===== config.mk =====
export PLATFORM = sky130hd
export DESIGN_NAME = truth_table_sweeper
export DESIGN_NICKNAME = d
export VERILOG_FILES = /design/src/rtl/truth_table_sweeper_pkg.sv /design/src/rtl/truth_table_sweeper_hold_timer.sv /design/src/rtl/truth_table_sweeper.sv
export SDC_FILE = /design/constraint.sdc
export NUM_CORES = 1
export LEC_CHECK = 0
export ABC_CLOCK_PERIOD_IN_PS = 1640
export BUFFER_PORTS_ARGS = -buffer_cell sky130_fd_sc_hd__buf_2
export CAP_MARGIN = 20
export CORE_UTILIZATION = 48
export CTS_BUF_LIST = sky130_fd_sc_hd__clkbuf_16
export DETAILED_ROUTE_END_ITERATION = 16
export PLACE_DENSITY = 0.74
export SLEW_MARGIN = 10
export SYNTH_ARGS = -nofsm -noshare
export SYNTH_HDL_FRONTEND = slang
export SYNTH_SLANG_ARGS = --single-unit
export TNS_END_PERCENT = 1

===== constraint.sdc =====
create_clock -name clk -period 1.64 [get_ports clk]
set_input_delay 0.164 -clock clk [delete_from_list [all_inputs] [get_ports clk]]
set_output_delay 0.164 -clock clk [all_outputs]
set_load 0.05 [all_outputs]

===== src/rtl/truth_table_sweeper_pkg.sv =====
// Shared types and helpers for the truth-table sweeper.
package truth_table_sweeper_pkg;

  typedef enum logic [1:0] {
    StIdle  = 2'd0,
    StApply = 2'd1,
    StDone  = 2'd2
  } state_e;

  // Bits needed to count 0..value-1; never less than 1.
  function automatic int unsigned clog2(input int unsigned value);
    int unsigned w;
    w = 1;
    while ((32'd1 << w) < value) w++;
    return w;
  endfunction

endpackage


===== src/rtl/truth_table_sweeper_hold_timer.sv =====
// Counts the cycles a vector is held; tick marks the last cycle of each window.
module hold_timer
  import truth_table_sweeper_pkg::*;
#(
  parameter int unsigned HOLD = 20
) (
  input  logic clk,
  input  logic rst_n,
  input  logic clear,
  input  logic en,
  output logic tick
);

  localparam int unsigned W = clog2(HOLD);
  localparam logic [W-1:0] Last = W'(HOLD - 1);

  logic [W-1:0] cnt_q, cnt_d;

  assign tick = en && (cnt_q == Last);

  always_comb begin
    cnt_d = cnt_q;
    if (clear) begin
      cnt_d = '0;
    end else if (en) begin
      cnt_d = tick ? '0 : cnt_q + W'(1);
    end
  end

  always_ff @(posedge clk) begin
    if (!rst_n) cnt_q <= '0;
    else        cnt_q <= cnt_d;
  end

endmodule


===== src/rtl/truth_table_sweeper.sv =====
// Sweeps every input vector of a combinational DUT, compares its output with
// an expected truth table and reports error count, first failure and pass.
module truth_table_sweeper
  import truth_table_sweeper_pkg::*;
#(
  parameter int unsigned          N_IN   = 4,
  parameter int unsigned          HOLD   = 20,
  parameter logic [(1<<N_IN)-1:0] EXPECT = '0
) (
  input  logic            clk,
  input  logic            rst_n,
  input  logic            start,
  output logic [N_IN-1:0] vec_out,
  input  logic            dut_f,
  output logic            busy,
  output logic            done,
  output logic            pass,
  output logic [N_IN:0]   err_count,
  output logic            fail_valid,
  output logic [N_IN-1:0] first_fail_idx
);

  localparam logic [N_IN-1:0] LastIdx = '1;

  state_e          state_q, state_d;
  logic [N_IN-1:0] vec_q, vec_d;
  logic [N_IN:0]   err_q, err_d;
  logic [N_IN-1:0] first_q, first_d;
  logic            fail_q, fail_d;
  logic            accept;
  logic            tick;
  logic            mismatch;

  assign accept   = start && (state_q != StApply);
  assign mismatch = (dut_f != EXPECT[vec_q]);

  hold_timer #(
    .HOLD (HOLD)
  ) u_hold_timer (
    .clk   (clk),
    .rst_n (rst_n),
    .clear (accept),
    .en    (state_q == StApply),
    .tick  (tick)
  );

  always_comb begin
    state_d = state_q;
    vec_d   = vec_q;
    err_d   = err_q;
    first_d = first_q;
    fail_d  = fail_q;
    unique case (state_q)
      StIdle, StDone: begin
        if (start) begin
          state_d = StApply;
          vec_d   = '0;
          err_d   = '0;
          first_d = '0;
          fail_d  = 1'b0;
        end
      end
      StApply: begin
        if (tick) begin
          // Compare uses the registered index, i.e. the vector actually applied.
          if (mismatch) begin
            err_d = err_q + (N_IN + 1)'(1);
            if (!fail_q) begin
              first_d = vec_q;
              fail_d  = 1'b1;
            end
          end
          if (vec_q == LastIdx) state_d = StDone;
          else                  vec_d   = vec_q + N_IN'(1);
        end
      end
      default: state_d = StIdle;
    endcase
  end

  always_ff @(posedge clk) begin
    if (!rst_n) begin
      state_q <= StIdle;
      vec_q   <= '0;
      err_q   <= '0;
      first_q <= '0;
      fail_q  <= 1'b0;
    end else begin
      state_q <= state_d;
      vec_q   <= vec_d;
      err_q   <= err_d;
      first_q <= first_d;
      fail_q  <= fail_d;
    end
  end

  assign vec_out        = vec_q;
  assign busy           = (state_q == StApply);
  assign done           = (state_q == StDone);
  assign pass           = done && (err_q == '0);
  assign err_count      = err_q;
  assign fail_valid     = fail_q;
  assign first_fail_idx = first_q;

endmodule


==> flow_metrics.py, run 1 <==
metrics = {
    "timing": {
        "hold_violations": 0,
        "post-route-period-util": 0.971,
        "setup_viol": 0,
        "fmax_mhz": 628,
        "whs_ps": 266,
        "timing.final.crit_period_ps": 1590,
        "skew_ps": 2.27,
        "relSlewSlack": 0.641,
        "worstMarginPinSlew_ps": 538,
        "slew_violations": 0,
    },
    "final_layout": {
        "layout-drive-gt1-share": 0.247,
        "multi_input_area_um2": 616,
        "finish.utilization": 0.657,
        "area_growth_pct": 25.3,
        "final_nets": 159,
        "finalNonFillerCells": 177,
        "n_antenna_cell": 0,
        "nFillCells": 186,
        "register_area_um2": 420,
    },
    "die": {
        "fp.dieH_um": 49.0,
        "io_pins": 21,
        "die_w_um": 49.0,
        "die_area_um2": 2400,
        "start_util": 0.524,
        "core_area_um2": 2020,
        "rows": 16,
    },
    "route": {
        "wirelength_mm": 2.49,
        "first_iter_violations": 33,
        "routedWlPerCell_um": 14.1,
        "ant_nets": 0,
        "vias": 1069,
        "drc_errors": 0,
        "drt-pass1-iter-count": 4,
        "viasPerCell": 6.04,
    },
    "worst_setup_path": {
        "r2r_end": "err_count[4]$_SDFFE_PN0P_",
        "r2r-start": "u_hold_timer.cnt_q[1]$_SDFFE_PP0N_",
        "crit_type": "flop to flop",
        "critPathMaxStageDelay_ps": 480,
        "cp-startpoint": "u_hold_timer.cnt_q[1]$_SDFFE_PP0N_",
        "end_kind": "flop",
        "critPathTopFamily": "simple AND/OR/NAND/NOR gates",
        "cp_num_buf_inv": 0,
        "worstPathRequired_ps": 1810,
        "rrSetupSlack_ps": 50,
        "cp-endpoint": "err_count[4]$_SDFFE_PN0P_",
        "cp_slowest_cell": "or4_1",
        "cp.depth": 5,
        "crit_fanout": 5,
        "cp_cell_sequence": "ha_4 > and4bb_2 > nand3_4 > or4_1 > o221ai_1",
        "rr_worst_depth": 5,
        "start_kind": "flop",
        "critPathArrivalTime_ps": 1760,
    },
    "placed_design": {
        "numPortBuffers": 20,
        "placed_cells": 172,
        "place_hpwl_mm": 1.76,
        "gp_congestion": 0.788,
    },
    "yosys": {
        "async_flop_share": 0,
        "synth_common_cells": "21 x dfxtp_1, 14 x nand3_1, 10 x nand2_1",
        "synth-edff-count": 0,
        "synth_cells": 125,
        "synthTopCellsByArea": "dfxtp_1 40%, nand3_1 6.6%, ha_1 4.7%",
        "synth_ff_type": "dfxtp_1",
        "ys_ff_latch": 21,
        "synth_top_area_frac": 0.397,
        "yosysMostFrequentCell": "dfxtp_1",
        "synth_largest_area_cell": "dfxtp_1",
        "avgSynthCellArea_um2": 8.48,
        "yosysSeqAreaShare": 0.397,
        "ys_types": 34,
        "syn_area_um2": 1060,
        "syn_nets": 133,
        "yosysWarnings": 0,
    },
    "power": {
        "clkPwrFrac": 0.455,
        "p_leak_nw": 0.543,
        "combPwrFrac": 0.080,
        "powerDensity_nw_per_um2": 842,
        "netSwitchingPower_w": 0.000251,
        "max-vdd-ir-drop_v": 0.000560,
        "power_w": 0.00112,
        "sequentialPowerShare": 0.465,
        "p_int_w": 0.000867,
        "p_sw_frac": 0.224,
    },
    "global_routing": {
        "grt_overflow_total": 0,
        "grtUsageTotal": 0.214,
        "grt_pass1_wl_mm": 3.97,
        "antenna_found_initial": 0,
        "grt_max_degree": 24,
        "grt_pass1_vias": 908,
    },
    "hold_path": {
        "hp-class": "input pin to flop",
    },
    "clock_tree": {
        "numCtsBuffers": 3,
        "cts_tree": "built",
        "postCtsHoldBufs": 0,
        "clock_latency_ps": 250,
        "cts_root_buf": "clkbuf_16",
        "cts-htree-levels": 1,
        "cts.clk_slew.worst_paths_ps": 60,
        "cts.path.max_buffers": 2,
        "cts.sinks": 21,
    },
    "run": {
        "maxCapViolations": 0,
    },
    "status": {
        "status": "complete, no violations",
    },
}
how the worst min path moves through the flow:
stage	start	to	slack (ps)	cells past startpoint
2_1_floorplan	dut_f	fail_valid$_SDFFE_PN0P_	340	2
3_3_place_gp	first_fail_idx[0]$_SDFFE_PN0P_	first_fail_idx[0]$_SDFFE_PN0P_	450	2
3_5_place_dp	first_fail_idx[2]$_SDFFE_PN0P_	first_fail_idx[2]$_SDFFE_PN0P_	450	2
4_1_cts	start	u_hold_timer.cnt_q[1]$_SDFFE_PP0N_	280	3
5_1_grt	start	state_q[1]$_SDFFE_PN0P_	300	3
6_report	start	state_q[1]$_SDFFE_PN0P_	270	3
through the flow:
step | area [um^2] | setup WS, ps | TNS (ps)
4_1_cts | 1310 | 5.02 | 0
3_5_place_dp | 1230 | 23.4 | 0
6_report | 1330 | 47.4 | 0
2_1_floorplan | 1070 | 43.9 | 0
5_1_grt | 1330 | -17.0 | -54.9
3_3_place_gp | 1230 | 87.3 | 0
final cells by class:
| cell class | count | area share |
|---|---|---|
| Tap cell | 27 | 0.0254 |
| Clock inverter | 1 | 0.00283 |
| Sequential cell | 21 | 0.317 |
| Timing Repair Buffer | 27 | 0.115 |
| Inverter | 7 | 0.0198 |
| Clock buffer | 3 | 0.0566 |
| Multi-Input combinational cell | 91 | 0.464 |
state kept, by name (all words and copies together) (netlist names):
name / flops
err_count: 5
fail_valid: 1
first_fail_idx: 4
state_q: 2
u_hold_timer.cnt_q: 5
vec_out: 4
per-layer routing:
| layer | share of wire | track usage |
|---|---|---|
| met3 | 0.043 | 0.0280 |
| met1 | 0.45 | 0.277 |
| met4 | 0.016 | 0.0980 |
| met2 | 0.49 | 0.354 |
| met5 | 0 | 0 |
kinds of logic (layout without fill, tap and decap cells):
group | count (synthesis) | count (layout) | share of synthesized area
flops | 21 | 21 | 0.397
simple gates | 57 | 57 | 0.325
xor+xnor | 2 | 2 | 0.0165
fa+ha+maj | 4 | 4 | 0.0472
mux | 1 | 1 | 0.00945
compound gates | 27 | 27 | 0.157
buf+inv | 13 | 38 | 0.0484
what timing repair did:
action	CTS	global route
setup endpoints to repair	0	8
resized for setup	0	2
setup buffers	0	1
power groups by stage:
stage	Sequential, W	Combinational, W	Clock, W
global placement	0.000529	0.0000863	0
global route	0.000520	0.0000972	0.000536
finish	0.000519	0.0000893	0.000509
detailed placement	0.000529	0.0000868	0
floorplan	0.000529	0.0000609	0
CTS	0.000518	0.0000876	0.000516
worst reg2reg max path, cell delays in order, from the launching register on:
cell and delay (ps):
dfxtp_1 400, ha_4 180, and4bb_2 280, nand3_4 80, or4_1 480, o221ai_1 90
placed cells by master, fill, tap and decap left out:
cell / netlist / layout
buf_4: 0 / 7
inv_2: 2 / 2
xor2_1: 2 / 2
or4_1: 2 / 2
and4bb_2: 1 / 1
nand2_1: 10 / 10
a311oi_1: 1 / 1
nand4bb_1: 1 / 1
o31ai_1: 1 / 1
o211ai_1: 1 / 1
o22a_1: 2 / 2
inv_1: 5 / 6
o31a_1: 1 / 1
nand2b_1: 5 / 5
clkbuf_16: 0 / 3
nor2_1: 7 / 7
o21ai_0: 1 / 1
nand4_1: 8 / 8
a31oi_1: 1 / 1
nor4_4: 1 / 2
dfxtp_1: 21 / 21
o221ai_1: 1 / 1
ha_1: 4 / 3
ha_4: 0 / 1
o21ai_1: 7 / 7
nand4b_1: 2 / 2
nand3_4: 1 / 1
nand3_1: 14 / 14
buf_2: 2 / 20
mux2i_1: 1 / 1
nand3b_1: 3 / 3
a41o_1: 1 / 1
nor3_1: 1 / 1
a21oi_1: 9 / 9
o22ai_1: 1 / 1
Power figures use the tool's default switching activity.
==> inputs of run 2 (changes only) <==
--- a/config.mk
+++ b/config.mk
@@ -8,12 +8,13 @@
 export ABC_CLOCK_PERIOD_IN_PS = 1640
 export BUFFER_PORTS_ARGS = -buffer_cell sky130_fd_sc_hd__buf_2
 export CAP_MARGIN = 20
-export CORE_UTILIZATION = 48
+export CORE_UTILIZATION = 47
 export CTS_BUF_LIST = sky130_fd_sc_hd__clkbuf_16
 export DETAILED_ROUTE_END_ITERATION = 16
-export PLACE_DENSITY = 0.74
+export PLACE_DENSITY = 0.73
 export SLEW_MARGIN = 10
 export SYNTH_ARGS = -nofsm -noshare
 export SYNTH_HDL_FRONTEND = slang
+export SYNTH_HIERARCHICAL = 1
 export SYNTH_SLANG_ARGS = --single-unit
 export TNS_END_PERCENT = 1
==> flow_metrics.py, run 2 <==
metrics = {
    "yosys": {
        "muxShareOfSynthArea": 0.0667,
        "yosysSeqAreaShare": 0.400,
        "synth_common_cells": "21 x dfxtp_1, 16 x nand3_1, 8 x nand2_1",
        "async_flop_share": 0,
        "syn_area_um2": 1050,
        "synth_compound_area_frac": 0.105,
        "syn_nets": 123,
        "synth_cells": 115,
        "synth_xor_area_frac": 0.0167,
        "synth_top_family_by_area": "simple AND/OR/NAND/NOR gates",
        "yosysWarnings": 6,
        "ys_types": 36,
        "synth-edff-count": 0,
        "synth_largest_area_cell": "dfxtp_1",
        "ys_ff_latch": 21,
        "synth_ff_type": "dfxtp_1",
        "yosysMostFrequentCell": "dfxtp_1",
        "synth_top_area_frac": 0.400,
        "synth_fa_ha_area_frac": 0.0476,
        "synthTopCellsByArea": "dfxtp_1 40%, nand3_1 7.6%, mux2i_1 6.7%",
        "avgSynthCellArea_um2": 9.14,
        "yosys.area_share.simple": 0.326,
    },
    "final_layout": {
        "final_common_cell": "dfxtp_1",
        "n_antenna_cell": 0,
        "multi_input_area_um2": 624,
        "final_cell_mix": "21 x dfxtp_1, 20 x buf_2, 16 x nand3_1",
        "finalInstanceArea_um2": 1400,
        "register_area_um2": 420,
        "layout-drive-gt1-share": 0.338,
        "final_nets": 160,
        "finish.utilization": 0.691,
        "nFillCells": 155,
        "area_growth_pct": 33.0,
    },
    "timing": {
        "whs_ps": 239,
        "hold_violations": 0,
        "skew_ps": 3.61,
        "timing.final.crit_period_ps": 1670,
        "rsz0062_at_grt": "true",
        "finalWorstSetupSlack_ps": -27.5,
        "worstMarginPinSlew_ps": 268,
        "fin_setup_tns_ps": -33.5,
        "setup_viol": 2,
        "slew_violations": 0,
        "post-route-period-util": 1.02,
        "relSlewSlack": 0.821,
        "fmax_mhz": 600,
    },
    "worst_setup_path": {
        "crit_type": "flop to flop",
        "cp_slowest_cell": "dfxtp_1",
        "start_kind": "flop",
        "r2r-start": "u_hold_timer/cnt_q[1]$_SDFFE_PP0P_",
        "worstPathRequired_ps": 1820,
        "cp-startpoint": "u_hold_timer/cnt_q[1]$_SDFFE_PP0P_",
        "critPathArrivalTime_ps": 1840,
        "rrSetupSlack_ps": -30,
        "cp-endpoint": "err_count[3]$_SDFFE_PN0P_",
        "critPathMaxStageDelay_ps": 380,
        "r2r_end": "err_count[3]$_SDFFE_PN0P_",
        "end_kind": "flop",
        "cp_cell_sequence": "ha_4 > nand2_4 > nor3b_4 > nand4b_1 > buf_6 > or3_1 > a31oi_1",
        "rr_worst_depth": 7,
        "crit_fanout": 5,
    },
    "route": {
        "vias": 1001,
        "routedWlPerCell_um": 13.3,
        "drt-pass1-iter-count": 4,
        "viasPerCell": 5.62,
        "first_iter_violations": 34,
        "drc_errors": 0,
        "wirelength_mm": 2.36,
        "ant_nets": 0,
    },
    "die": {
        "die_area_um2": 2430,
        "start_util": 0.520,
        "io_pins": 21,
        "fp.dieH_um": 49.3,
        "rows": 16,
        "die_w_um": 49.3,
        "core_area_um2": 2020,
    },
    "clock_tree": {
        "cts_root_buf": "clkbuf_16",
        "cts.sinks": 21,
        "numCtsBuffers": 3,
        "postCtsHoldBufs": 0,
        "cts_tree": "built",
        "cts.clk_slew.worst_paths_ps": 60,
        "cts.path.max_buffers": 2,
        "cts-htree-levels": 1,
        "clock_latency_ps": 250,
    },
    "placed_design": {
        "place_hpwl_mm": 1.62,
        "placed_cell_area_um2": 1260,
        "gp_congestion": 0.807,
        "numPortBuffers": 20,
    },
    "power": {
        "p_leak_nw": 0.591,
        "powerDensity_nw_per_um2": 794,
        "max-vdd-ir-drop_v": 0.000493,
    },
    "global_routing": {
        "grtUsageTotal": 0.225,
        "grt_overflow_total": 0,
        "grt_pass1_vias": 959,
        "antenna_found_initial": 0,
        "grt_pass1_wl_mm": 4.18,
        "grt_max_degree": 18,
    },
    "hold_path": {
        "hp-class": "input pin to flop",
        "min_from": "rst_n",
        "worstHoldPathCells": 3,
    },
    "status": {
        "status": "finished with violations",
        "violations": "negative setup slack",
    },
    "run": {
        "maxCapViolations": 0,
    },
}
[run 2: cell type report]
class,count,share of cell area
multi-input cells,86,0.447
clock inverters,1,0.00358
clock buffers,3,0.0537
flip-flops and latches,21,0.301
inverters,4,0.0107
repair buffers,36,0.160
well taps,27,0.0242
[run 2: worst max-delay path: cells and delay by family (launching register included)]
family,cells,cell delay (ps)
buf+inv,1,170
flops,1,380
fa+ha+maj,1,170
simple gates,4,740
compound gates,1,140
[run 2: routing by layer]
metal,track usage,vias up,wire length (um)
met1,0.283,469,1070
li1,-,500,-
met5,0,-,0
met4,0.0833,0,18
met2,0.372,30,1160
met3,0.0467,2,115
[run 2: power by group]
part           switching, W  internal, W
combinational     0.0000537    0.0000313
sequential       0.00000304     0.000514
clock              0.000180     0.000327
total              0.000237     0.000873
[run 2: cell families (layout without fill, tap and decap cells)]
family / count (synthesis) / count (layout)
flip-flops: 21 / 21
AO/OA/AOI/OAI: 17 / 17
multiplexers: 7 / 7
buffers and inverters: 8 / 44
AND/OR/NAND/NOR: 56 / 56
adder cells (fa/ha/maj): 4 / 4
XOR/XNOR: 2 / 2
[run 2: worst min path at each step]
stage | slack, ps | end
after floorplan | 320 | u_hold_timer/cnt_q[4]$_SDFFE_PP0P_
after global placement | 450 | first_fail_idx[1]$_SDFFE_PN0P_
after detailed placement | 480 | first_fail_idx[3]$_SDFFE_PN0P_
after CTS | 240 | u_hold_timer/cnt_q[4]$_SDFFE_PP0P_
after global routing | 260 | u_hold_timer/cnt_q[4]$_SDFFE_PP0P_
final | 240 | u_hold_timer/cnt_q[4]$_SDFFE_PP0P_
[run 2: metrics by stage]
stage	setup slack, ps	total power, W	cells
5_1_grt	-114	0.00115	178
3_3_place_gp	-16.6	0.000608	170
4_1_cts	-32.3	0.00111	177
3_5_place_dp	-69.0	0.000610	170
2_1_floorplan	-223	0.000587	115
6_report	-27.5	0.00111	178
[run 2: what timing repair did]
item / in CTS / in global routing
pin swaps: 6 / 7
buffers inserted: 3 / 1
setup endpoints to repair: 12 / 13
resized for setup: 4 / 3
